`src/rtl/auto_load_multi_pkg.sv`:
```
// Shared constants for the multi-region BPI constant auto-loader: BPI command
// values, sequencer state encodings and a saturating counter helper.
package auto_load_multi_pkg;

    typedef logic [2:0] al_state_t;

    localparam logic [15:0] READ_ARRAY_CMD = 16'h00FF;
    localparam logic [1:0]  OP_READ        = 2'b10;

    localparam al_state_t S_IDLE      = 3'd0;
    localparam al_state_t S_START     = 3'd1;
    localparam al_state_t S_WAIT_BUS  = 3'd2;
    localparam al_state_t S_EXEC      = 3'd3;
    localparam al_state_t S_WAIT_DONE = 3'd4;
    localparam al_state_t S_CAPTURE   = 3'd5;
    localparam al_state_t S_COMPLETE  = 3'd6;
    localparam al_state_t S_ABORT     = 3'd7;

    function automatic logic [7:0] sat_inc8(input logic [7:0] v);
        return (v == 8'hFF) ? v : v + 8'd1;
    endfunction

endpackage

```
`src/rtl/auto_load_seq_fsm.sv`:
```
// Load sequencer: walks each word through bus wait, launch and completion,
// with a per-word timeout and a bounded number of relaunches.
module auto_load_seq_fsm
    import auto_load_multi_pkg::*;
#(
    parameter int TIMEOUT   = 4096,
    parameter int MAX_RETRY = 2
) (
    input  logic      CLK,
    input  logic      RST,
    input  logic      start,
    input  logic      abort,
    input  logic      busy,
    input  logic      done,
    input  logic      last_word,
    output al_state_t state,
    output logic      start_accept,
    output logic      retry_pulse
);

    localparam int              TMR_W     = (TIMEOUT > 1) ? $clog2(TIMEOUT) : 1;
    localparam logic [TMR_W-1:0] TMR_LOAD = TMR_W'(TIMEOUT - 1);
    localparam logic [1:0]      RETRY_MAX = 2'(MAX_RETRY);

    al_state_t        state_reg, state_next;
    logic [TMR_W-1:0] timer_reg, timer_next;
    logic [1:0]       retry_reg, retry_next;

    assign state        = state_reg;
    assign start_accept = (state_reg == S_IDLE) && start;

    always_comb begin
        state_next  = state_reg;
        timer_next  = timer_reg;
        retry_next  = retry_reg;
        retry_pulse = 1'b0;
        case (state_reg)
            S_IDLE:      if (start) state_next = S_START;
            S_START: begin
                retry_next = 2'd0;
                state_next = S_WAIT_BUS;
            end
            S_WAIT_BUS:  if (!busy) state_next = S_EXEC;
            S_EXEC: begin
                timer_next = TMR_LOAD;
                state_next = S_WAIT_DONE;
            end
            S_WAIT_DONE: begin
                // A completion arriving on the expiry cycle still counts.
                if (done) begin
                    state_next = S_CAPTURE;
                end else if (timer_reg == '0) begin
                    if (retry_reg < RETRY_MAX) begin
                        retry_next  = retry_reg + 2'd1;
                        retry_pulse = 1'b1;
                        state_next  = S_WAIT_BUS;
                    end else begin
                        state_next = S_ABORT;
                    end
                end else begin
                    timer_next = timer_reg - TMR_W'(1);
                end
            end
            S_CAPTURE: begin
                retry_next = 2'd0;
                state_next = last_word ? S_COMPLETE : S_WAIT_BUS;
            end
            S_COMPLETE:  state_next = S_IDLE;
            S_ABORT:     state_next = S_IDLE;
            default:     state_next = S_IDLE;
        endcase
        // External abort overrides completion and timeout alike.
        if (abort && (state_reg != S_IDLE) && (state_reg != S_ABORT)) begin
            state_next  = S_ABORT;
            retry_pulse = 1'b0;
        end
    end

    always_ff @(posedge CLK) begin
        if (RST) begin
            state_reg <= S_IDLE;
            timer_reg <= '0;
            retry_reg <= 2'd0;
        end else begin
            state_reg <= state_next;
            timer_reg <= timer_next;
            retry_reg <= retry_next;
        end
    end

endmodule

```
`src/rtl/auto_load_multi.sv`:
```
// Multi-region constant auto-loader: reads NWORDS flash words from a selected
// parameter region over the BPI command interface into the constant RAM.
module auto_load_multi
    import auto_load_multi_pkg::*;
#(
    parameter int                ADDR_W     = 23,
    parameter logic [ADDR_W-1:0] BASE_ADDR  = 23'h7FC000,
    parameter logic [ADDR_W-1:0] REG_STRIDE = 23'h000040,
    parameter int                NREG       = 2,
    parameter int                RSEL_W     = 1,
    parameter int                NWORDS     = 34,
    parameter int                CNT_W      = 6,
    parameter int                TIMEOUT    = 4096,
    parameter int                MAX_RETRY  = 2
) (
    input  logic              CLK,
    input  logic              RST,
    input  logic              AL_START,
    input  logic [RSEL_W-1:0] AL_REGION,
    input  logic              AL_ABORT,
    input  logic              BUSY,
    input  logic              AL_DONE,
    input  logic [15:0]       AL_RDATA,
    output logic [ADDR_W-1:0] AL_ADDR,
    output logic [15:0]       AL_CMD_DATA_OUT,
    output logic [1:0]        AL_OP,
    output logic              AL_EXECUTE,
    output logic              AUTO_LOAD_ENA,
    output logic              CLR_AL_DONE,
    output logic [CNT_W-1:0]  AL_CNT,
    output logic              AL_WE,
    output logic [CNT_W-1:0]  AL_WADDR,
    output logic [15:0]       AL_WDATA,
    output logic [2:0]        AL_STATUS,
    output logic [7:0]        AL_RETRIES
);

    localparam logic [RSEL_W-1:0] SEL_MAX  = RSEL_W'(NREG - 1);
    localparam logic [CNT_W-1:0]  LAST_IDX = CNT_W'(NWORDS - 1);

    al_state_t         fsm_state;
    logic              start_accept;
    logic              retry_pulse;
    logic              last_word;
    logic [31:0]       region_ext;
    logic [RSEL_W-1:0] sel_reg, sel_next;
    logic [CNT_W-1:0]  cnt_reg;
    logic [2:0]        status_reg;
    logic [7:0]        retries_reg;

    // Out-of-range region requests fall back to the highest region.
    assign region_ext = 32'(AL_REGION);
    assign sel_next   = (region_ext >= 32'(NREG)) ? SEL_MAX : AL_REGION;
    assign last_word  = (cnt_reg == LAST_IDX);

    auto_load_seq_fsm #(
        .TIMEOUT   (TIMEOUT),
        .MAX_RETRY (MAX_RETRY)
    ) u_fsm (
        .CLK          (CLK),
        .RST          (RST),
        .start        (AL_START),
        .abort        (AL_ABORT),
        .busy         (BUSY),
        .done         (AL_DONE),
        .last_word    (last_word),
        .state        (fsm_state),
        .start_accept (start_accept),
        .retry_pulse  (retry_pulse)
    );

    always_ff @(posedge CLK) begin
        if (RST) begin
            sel_reg     <= '0;
            cnt_reg     <= '0;
            status_reg  <= 3'b000;
            retries_reg <= 8'd0;
        end else begin
            if (start_accept) sel_reg <= sel_next;
            case (fsm_state)
                S_START: begin
                    cnt_reg         <= '0;
                    retries_reg     <= 8'd0;
                    status_reg[2:1] <= 2'b00;
                end
                S_CAPTURE: begin
                    status_reg[0] <= 1'b1;
                    if (!last_word) cnt_reg <= cnt_reg + CNT_W'(1);
                end
                S_COMPLETE: status_reg[1] <= 1'b1;
                S_ABORT:    status_reg[2] <= 1'b1;
                default: ;
            endcase
            if (retry_pulse) retries_reg <= sat_inc8(retries_reg);
        end
    end

    assign AUTO_LOAD_ENA   = (fsm_state != S_IDLE);
    assign AL_EXECUTE      = (fsm_state == S_EXEC);
    assign AL_WE           = (fsm_state == S_CAPTURE);
    assign CLR_AL_DONE     = AL_WE || (fsm_state == S_ABORT);
    // The address bus is only driven while this block owns the BPI interface.
    assign AL_ADDR         = AUTO_LOAD_ENA
                           ? BASE_ADDR + ADDR_W'(sel_reg) * REG_STRIDE + ADDR_W'(cnt_reg)
                           : '0;
    assign AL_CMD_DATA_OUT = READ_ARRAY_CMD;
    assign AL_OP           = OP_READ;
    assign AL_CNT          = cnt_reg;
    assign AL_WADDR        = cnt_reg;
    assign AL_WDATA        = AL_WE ? AL_RDATA : 16'h0000;
    assign AL_STATUS       = status_reg;
    assign AL_RETRIES      = retries_reg;

endmodule
```
`config.mk`:
```
export PLATFORM = sky130hd
export DESIGN_NAME = auto_load_multi
export DESIGN_NICKNAME = d
export VERILOG_FILES = /design/src/rtl/auto_load_multi_pkg.sv /design/src/rtl/auto_load_seq_fsm.sv /design/src/rtl/auto_load_multi.sv
export SDC_FILE = /design/constraint.sdc
export NUM_CORES = 1
export LEC_CHECK = 0
export ABC_AREA = 1
export BUFFER_PORTS_ARGS = -buffer_cell sky130_fd_sc_hd__buf_4
export CAP_MARGIN = 20
export CORE_AREA = 2 2 74 76
export DETAILED_ROUTE_END_ITERATION = 10
export DIE_AREA = 0 0 76 78
export PLACE_DENSITY = 0.76
export SYNTH_ARGS = -nofsm -noshare
export SYNTH_HDL_FRONTEND = slang
export SYNTH_SLANG_ARGS = --single-unit
```
`constraint.sdc`:
```
create_clock -name CLK -period 1.96 [get_ports CLK]
set_clock_uncertainty 0.05 [all_clocks]
set_input_delay 0.392 -clock CLK [delete_from_list [all_inputs] [get_ports CLK]]
set_output_delay 0.392 -clock CLK [all_outputs]
set_load 0.02 [all_outputs]
```
==> flow_summary_export.csv, run 1 <==
group,metric,value,unit
sta,fin_ws,0.0461,ns
layout,final_core_util,60.3,%
drt,viasPerCell,4.83,
setup_path,crit_type,"reg2out",
logic_synthesis,synthArstFlopShare,0,%
clocking,cts_root_buffer,"clkbuf_8",
pwr,power_leakage,1.54,nW
layout,final_net_count,470,
drt,drtIter0Drc,139,
setup_path,critical_path.top_delay_family,"simple AND/OR/NAND/NOR gates",
logic_synthesis,synthTopCellsByCount,"nand2_1 (67), nor2_1 (57), inv_1 (48), buf_4 (40), dfxtp_1 (35)",
global_route,antenna_found_initial,0,
logic_synthesis,yosysSeqAreaShare,29.1,%
logic_synthesis,synth.top_cell.area_share,29.1,%
clocking,cts_hold_buf,0,
clocking,path_clk_slew,0.08,ns
setup_path,crit_top_cell,"nor2_4",
die,start_util,47.8,%
die,rows,26,
placed_design,hpwl,4.64,mm
sta,finalSetupViolCount,0,
layout,seq_area,707,sq um
clocking,cts.sinks,35,
die,dieWidth,76,um
job,maxCapViolations,0,
global_route,grt_remaining_overflow,0,
setup_path,slowest_stage,"dfxtp_4",
global_route,grt_pass1_wl,9.64,mm
drt,drc,0,
logic_synthesis,synth-edff-count,0,
sta,min_period_over_period,97.6,%
drt,routed_wl,6.11,mm
clocking,cts_buffers,5,
global_route,grt_pass1_vias,2143,
clocking,ctsLongestPathBuffers,2,
placed_design,portBuffers,81,
setup_path,slowest_delay,0.37,ns
clocking,cts_tree,"built",
drt,avgRoutedWirePerCell,11.9,um
layout,syn_to_final_growth,26.2,%
pwr,report.power.total,3.78,mW
placed_design,place_ws,0.0770,ns
die,core-area,5040,sq um
drt,ant_nets,0,
layout,largest_reg_flops,12,
logic_synthesis,synth.ff_latch_count,35,
setup_path,critPathArrivalTime,1.47,ns
setup_path,cp_num_buf_inv,4,
sta,fin_crit,1.91,ns
sta,hold_viol,0,
drt,routed-via-count,2477,
logic_synthesis,avgSynthCellArea,6.48,sq um
sta,setup_tns,0,ns
logic_synthesis,synthCells,372,
drt,drt_pre_antenna_iters,4,
global_route,grt_max_degree,22,
setup_path,r2r_slack,0.22,ns
sta,rsz0062_at_grt,"true",
layout,multi_input_area,1280,sq um
placed_design,place_congestion,0.890,
layout,fillers,487,
outcome,outcome,"finished, final reports clean",
sta,slew_viol_final,0,
min_path,hold_path.class,"in2reg",
logic_synthesis,yosys_warnings,0,
pwr,ir_worst_vdd,0.000564,V
die,die_h,78,um
setup_path,path_cells,"inv_2 > nor2_4 > inv_2 > nor2_4 > inv_8 > nor2_4 > buf_4",
logic_synthesis,synth_area_leaders,"dfxtp_1 (29%), buf_4 (12%), nand2_1 (10%)",
logic_synthesis,synthMostInstantiatedCell,"nand2_1",
layout,n_antenna_cell,0,
logic_synthesis,syn_area,2410,sq um
global_route,grt_usage,19.8,%
setup_path,cp_max_fo,18,
layout,drive_gt1_share,28.7,%
die,io_pins,107,
setup_path,end_kind,"output port",
logic_synthesis,synth_cell_types,30,
sta,fmax,0.522,GHz
clocking,clk_latency,0.30,ns
setup_path,cp_data_required_time,1.52,ns
die,dieArea,5930,sq um
logic_synthesis,yosysTopAreaCell,"dfxtp_1",
clocking,htreeDepth,2,
logic_synthesis,ys.flop_type,"dfxtp_1",
pwr,power_density,1240,nW/um^2
setup_path,cp-start-kind,"flip-flop",
[path summary, 6_finish.rpt]
path / startpoint / endpoint / cells after the start
worst max-delay path: u_fsm.state[0]$_SDFFE_PP0P_ / AL_WDATA[6] / 7
worst min register to register: AL_STATUS[1]$_SDFFE_PP0P_ / AL_STATUS[1]$_SDFFE_PP0P_ / 2
worst min-delay path: AL_REGION / sel_reg$_SDFFE_PP0P_ / 3
worst max register to register: u_fsm.timer_reg[0]$_SDFFE_PP0P_ / AL_RETRIES[1]$_SDFFE_PP0P_ / 10
[metrics by stage]
step,instances,cell area [sq um],hold slack [ns]
CTS,511,3000,0.327
global placement,502,2870,0.390
global route,513,3040,0.333
detailed placement,502,2870,0.392
floorplan,395,2500,0.380
finish,513,3040,0.335
[cells by family (layout without fill, tap and decap cells)]
logic type      after synthesis  in the layout  share of synthesized area (%)
fa+ha+maj                     5              5                           2.60
compound gates               49             49                           10.6
flops                        35             35                           29.1
buf+inv                     101            149                           22.6
xor+xnor                      9              9                           3.27
other cells                   2             25                          0.312
simple gates                171            171                           31.5
[placed cells by master (no fill, tap or decap), types with 8 or more instances in the layout]
cell type	instances
a21oi_1	27
buf_4	87
conb_1	25
dfxtp_1	32
inv_1	47
nand2_1	66
nand3_1	25
nor2_1	50
nor2_2	8
o21ai_0	13
[per-layer routing]
metal	track usage, %	part of all wire [%]	up-vias
met4	8.73	1.7	0
met2	32.9	46	131
li1	-	-	1228
met1	23.9	43	1106
met3	5.81	9.7	12
met5	0	0	-
[worst reg2reg max path, cell delays in order (launching register included)]
cell and delay, ns:
dfxtp_1 0.33, inv_1 0.14, ha_1 0.16, nand2_1 0.05, nor2_1 0.17, nand3_2 0.13, nor2_2 0.17, nand2_1 0.14
nor2_2 0.17, nand2_1 0.07, a21oi_1 0.12
[power by group]
group	switching, mW	internal (mW)
logic	1.39	0.826
registers	0.143	0.846
clock network	0.287	0.287
total	1.82	1.96
[repair_timing]
item	in CTS	in global routing
cloned	0	0
setup buffers	1	2
setup endpoints to repair	30	15
endpoints found under the hold margin	0	0
resized for setup	9	12
pin swaps	1	2
[layout make-up]
cell class                 count  share of cell area, %
multi-input combinational    259                   42.2
tap                           70                   2.88
timing repair buffer          87                   21.5
sequential                    35                   23.2
clock buffer                   6                   2.71
inverter                      54                   6.91
clock inverter                 2                  0.535
(Power assumes the default switching activity.)
==> run 2: changes to the inputs <==
- CORE_AREA: 2 2 74 76 -> 2 2 76 78
- DIE_AREA: 0 0 76 78 -> 0 0 78 80
- PLACE_DENSITY: 0.76 -> 0.75
- SETUP_SLACK_MARGIN: default -> 0.3
- SKIP_LAST_GASP: default -> 1
- SYNTH_HIERARCHICAL: default -> 1
==> run 2 against run 1 <==
  * Register-to-register slack worse by 0.04 ns
  * Sequential power is 5% higher
  * Utilization is 12 points higher
  * Worst hold slack worse by 0.052 ns
  * Sequential share of layout area is 4.8 points lower
  * Maximum frequency is 6.6% higher
==> flow_summary_export.csv, run 2 <==
group,metric,value,unit
outcome,outcome,"finished, final reports clean",
logic_synthesis,yosys.area_share.adder,2.45,%
logic_synthesis,synth-edff-count,0,
setup_path,reg2reg_depth,9,
sta,rsz0062_at_grt,"true",
global_route,antenna_found_initial,0,
drt,drc,0,
die,rows,27,
logic_synthesis,avgSynthCellArea,6.15,sq um
setup_path,cp-start-kind,"flip-flop",
sta,fin_ws,0.165,ns
global_route,grt_usage,23.2,%
sta,min_period_over_period,91.6,%
placed_design,place_area,3110,sq um
layout,fillers,406,
logic_synthesis,synth_top_family_by_area,"simple AND/OR/NAND/NOR gates",
pwr,ir_worst_vdd,0.000610,V
sta,slew_viol_final,0,
layout,final_common_cell,"buf_4",
global_route,grt_remaining_overflow,0,
logic_synthesis,ys.flop_type,"dfxtp_1",
placed_design,hpwl,4.73,mm
setup_path,timing.rr.end,"AL_RETRIES[0]$_SDFFE_PP0P_",
clocking,cts.sinks,35,
drt,drtIter0Drc,196,
logic_synthesis,synthMostInstantiatedCell,"nand2_1",
logic_synthesis,synth_area_leaders,"dfxtp_1 (27%), nand2_1 (12%), buf_4 (12%)",
die,start_util,47.3,%
logic_synthesis,synth.top_cell.area_share,27.4,%
global_route,grt_pass1_vias,2582,
global_route,grtUsageMet2,42.3,%
die,io_pins,107,
sta,setup_tns,0,ns
die,dieArea,6240,sq um
logic_synthesis,yosys_warnings,6,
layout,largest_reg_flops,12,
drt,viasPerCell,5.11,
logic_synthesis,synthCells,416,
setup_path,cp_max_fo,8,
job,maxCapViolations,0,
die,die_h,80,um
global_route,grtUsageMet3,3.39,%
logic_synthesis,synth_cell_types,30,
placed_design,portBuffers,81,
drt,routed_wl,7.77,mm
pwr,power_density,1280,nW/um^2
drt,avgRoutedWirePerCell,13.1,um
logic_synthesis,synthSimpleGateAreaFrac,37.7,%
drt,routed-via-count,3032,
clocking,clk_latency,0.29,ns
layout,layout_common_cells,"buf_4 (92), nand2_1 (78), inv_1 (53)",
pwr,power_leakage,1.83,nW
layout,final_net_count,548,
layout,n_antenna_cell,0,
die,core-area,5410,sq um
logic_synthesis,yosysTopAreaCell,"dfxtp_1",
logic_synthesis,yosys.area_share.xor_xnor,0,%
drt,ant_nets,0,
sta,fin_crit,1.79,ns
setup_path,end_kind,"output port",
min_path,hold_path.class,"in2reg",
global_route,busiest_layer,"met2",
logic_synthesis,synth_compound_area_share,10.0,%
setup_path,crit_type,"reg2out",
drt,drt_pre_antenna_iters,5,
sta,finalSetupViolCount,0,
global_route,grt_pass1_wl,11.7,mm
clocking,cts_tree,"built",
min_path,min_to,"sel_reg$_SDFFE_PP0P_",
setup_path,cp_data_required_time,1.52,ns
clocking,cts_buffers,5,
logic_synthesis,synthMuxAreaShare,0,%
logic_synthesis,synthArstFlopShare,0,%
placed_design,place_congestion,0.867,
layout,drive_gt1_share,40.3,%
logic_synthesis,yosysSeqAreaShare,27.4,%
logic_synthesis,syn_area,2560,sq um
clocking,htreeDepth,2,
layout,syn_to_final_growth,52.3,%
clocking,ctsLongestPathBuffers,2,
setup_path,critPathArrivalTime,1.35,ns
sta,fmax,0.557,GHz
global_route,grt_max_degree,29,
sta,hold_viol,0,
setup_path,rr_startpoint,"u_fsm/state[1]$_SDFFE_PP0P_",
layout,fin_area,3890,sq um
placed_design,place_ws,0.0397,ns
global_route,use_met1,27.5,%
logic_synthesis,synth.ff_latch_count,35,
clocking,cts_root_buffer,"clkbuf_8",
clocking,path_clk_slew,0.07,ns
min_path,hp-start,"AL_REGION",
setup_path,r2r_slack,0.18,ns
min_path,hold_depth,3,
logic_synthesis,synthTopCellsByCount,"nand2_1 (84), nor2_1 (69), inv_1 (58), nand3_1 (47), buf_4 (41)",
die,dieWidth,78,um
==> run 2: worst max path at each step <==
stage	endpoint	depth (start not counted)	startpoint
after floorplan	AL_ADDR[0]	4	u_fsm/state[1]$_SDFFE_PP0P_
after global placement	AL_RETRIES[0]$_SDFFE_PP0P_	11	u_fsm/state[0]$_SDFFE_PP0P_
after detailed placement	AL_RETRIES[7]$_SDFFE_PP0P_	12	u_fsm/timer_reg[1]$_SDFFE_PP0P_
after CTS	AL_RETRIES[7]$_SDFFE_PP0P_	12	u_fsm/timer_reg[1]$_SDFFE_PP0P_
after global routing	AL_RETRIES[0]$_SDFFE_PP0P_	12	u_fsm/timer_reg[0]$_SDFFE_PP0P_
final	AL_WDATA[2]	6	u_fsm/state[1]$_SDFFE_PP0P_
==> run 2: cell type report <==
class / count / area, sq um / area share, %
multi-input cells: 298 / 1710 / 44.0
inverters: 61 / 255 / 6.55
clock buffers: 8 / 100 / 2.57
repair inverters: 1 / 16.3 / 0.418
well taps: 72 / 90.1 / 2.31
repair buffers: 118 / 1000 / 25.7
flip-flops and latches: 35 / 718 / 18.4
==> run 2: kinds of logic (layout without fill, tap and decap cells) <==
kind of cell               after synthesis  after routing
and+or+nand+nor                        221            222
DFF                                     35             35
buffers and inverters                  107            188
adders and majority gates                5              5
AOI/OAI and AO/OA                       46             46
other                                    2             25
==> run 2: per-stage QoR <==
| step | power, mW | cells | util [%] | hold WS (ns) |
|---|---|---|---|---|
| floorplan | 2.92 | 439 | - | 0.372 |
| global placement | 3.34 | 551 | 57.5 | 0.385 |
| detailed placement | 3.38 | 551 | 57.5 | 0.394 |
| CTS | 4.38 | 577 | 65.9 | 0.287 |
| global route | 5.33 | 593 | 72.1 | 0.292 |
| finish | 4.99 | 593 | 72.1 | 0.283 |
==> run 2: worst max-delay path, stage by stage (launching register included) <==
cell and delay [ns]:
dfxtp_4 0.37, buf_12 0.14, nor2_8 0.16, buf_12 0.14, inv_12 0.05, nor2_4 0.09
buf_6 0.12
==> run 2: power by group <==
part,leakage [nW],switching (mW),total (mW),internal (mW)
registers,0.288,0.174,1.04,0.866
logic,1.49,1.98,3.36,1.38
clock network,0.0515,0.266,0.587,0.321
total,1.83,2.42,4.99,2.57
==> run 2: per-layer routing <==
| layer | vias up | part of all wire [%] |
|---|---|---|
| met4 | 0 | 3.2 |
| met1 | 1391 | 40 |
| li1 | 1447 | - |
| met5 | - | 0 |
| met2 | 166 | 49 |
| met3 | 28 | 7.8 |
==> run 2: what timing repair did <==
item | 4_1_cts | 5_1_grt
gates cloned | 2 | 0
pin swaps | 11 | 20
buffers inserted | 16 | 16
gates resized for setup | 57 | 55
hold buffers | 0 | 0
setup endpoints to repair | 42 | 51
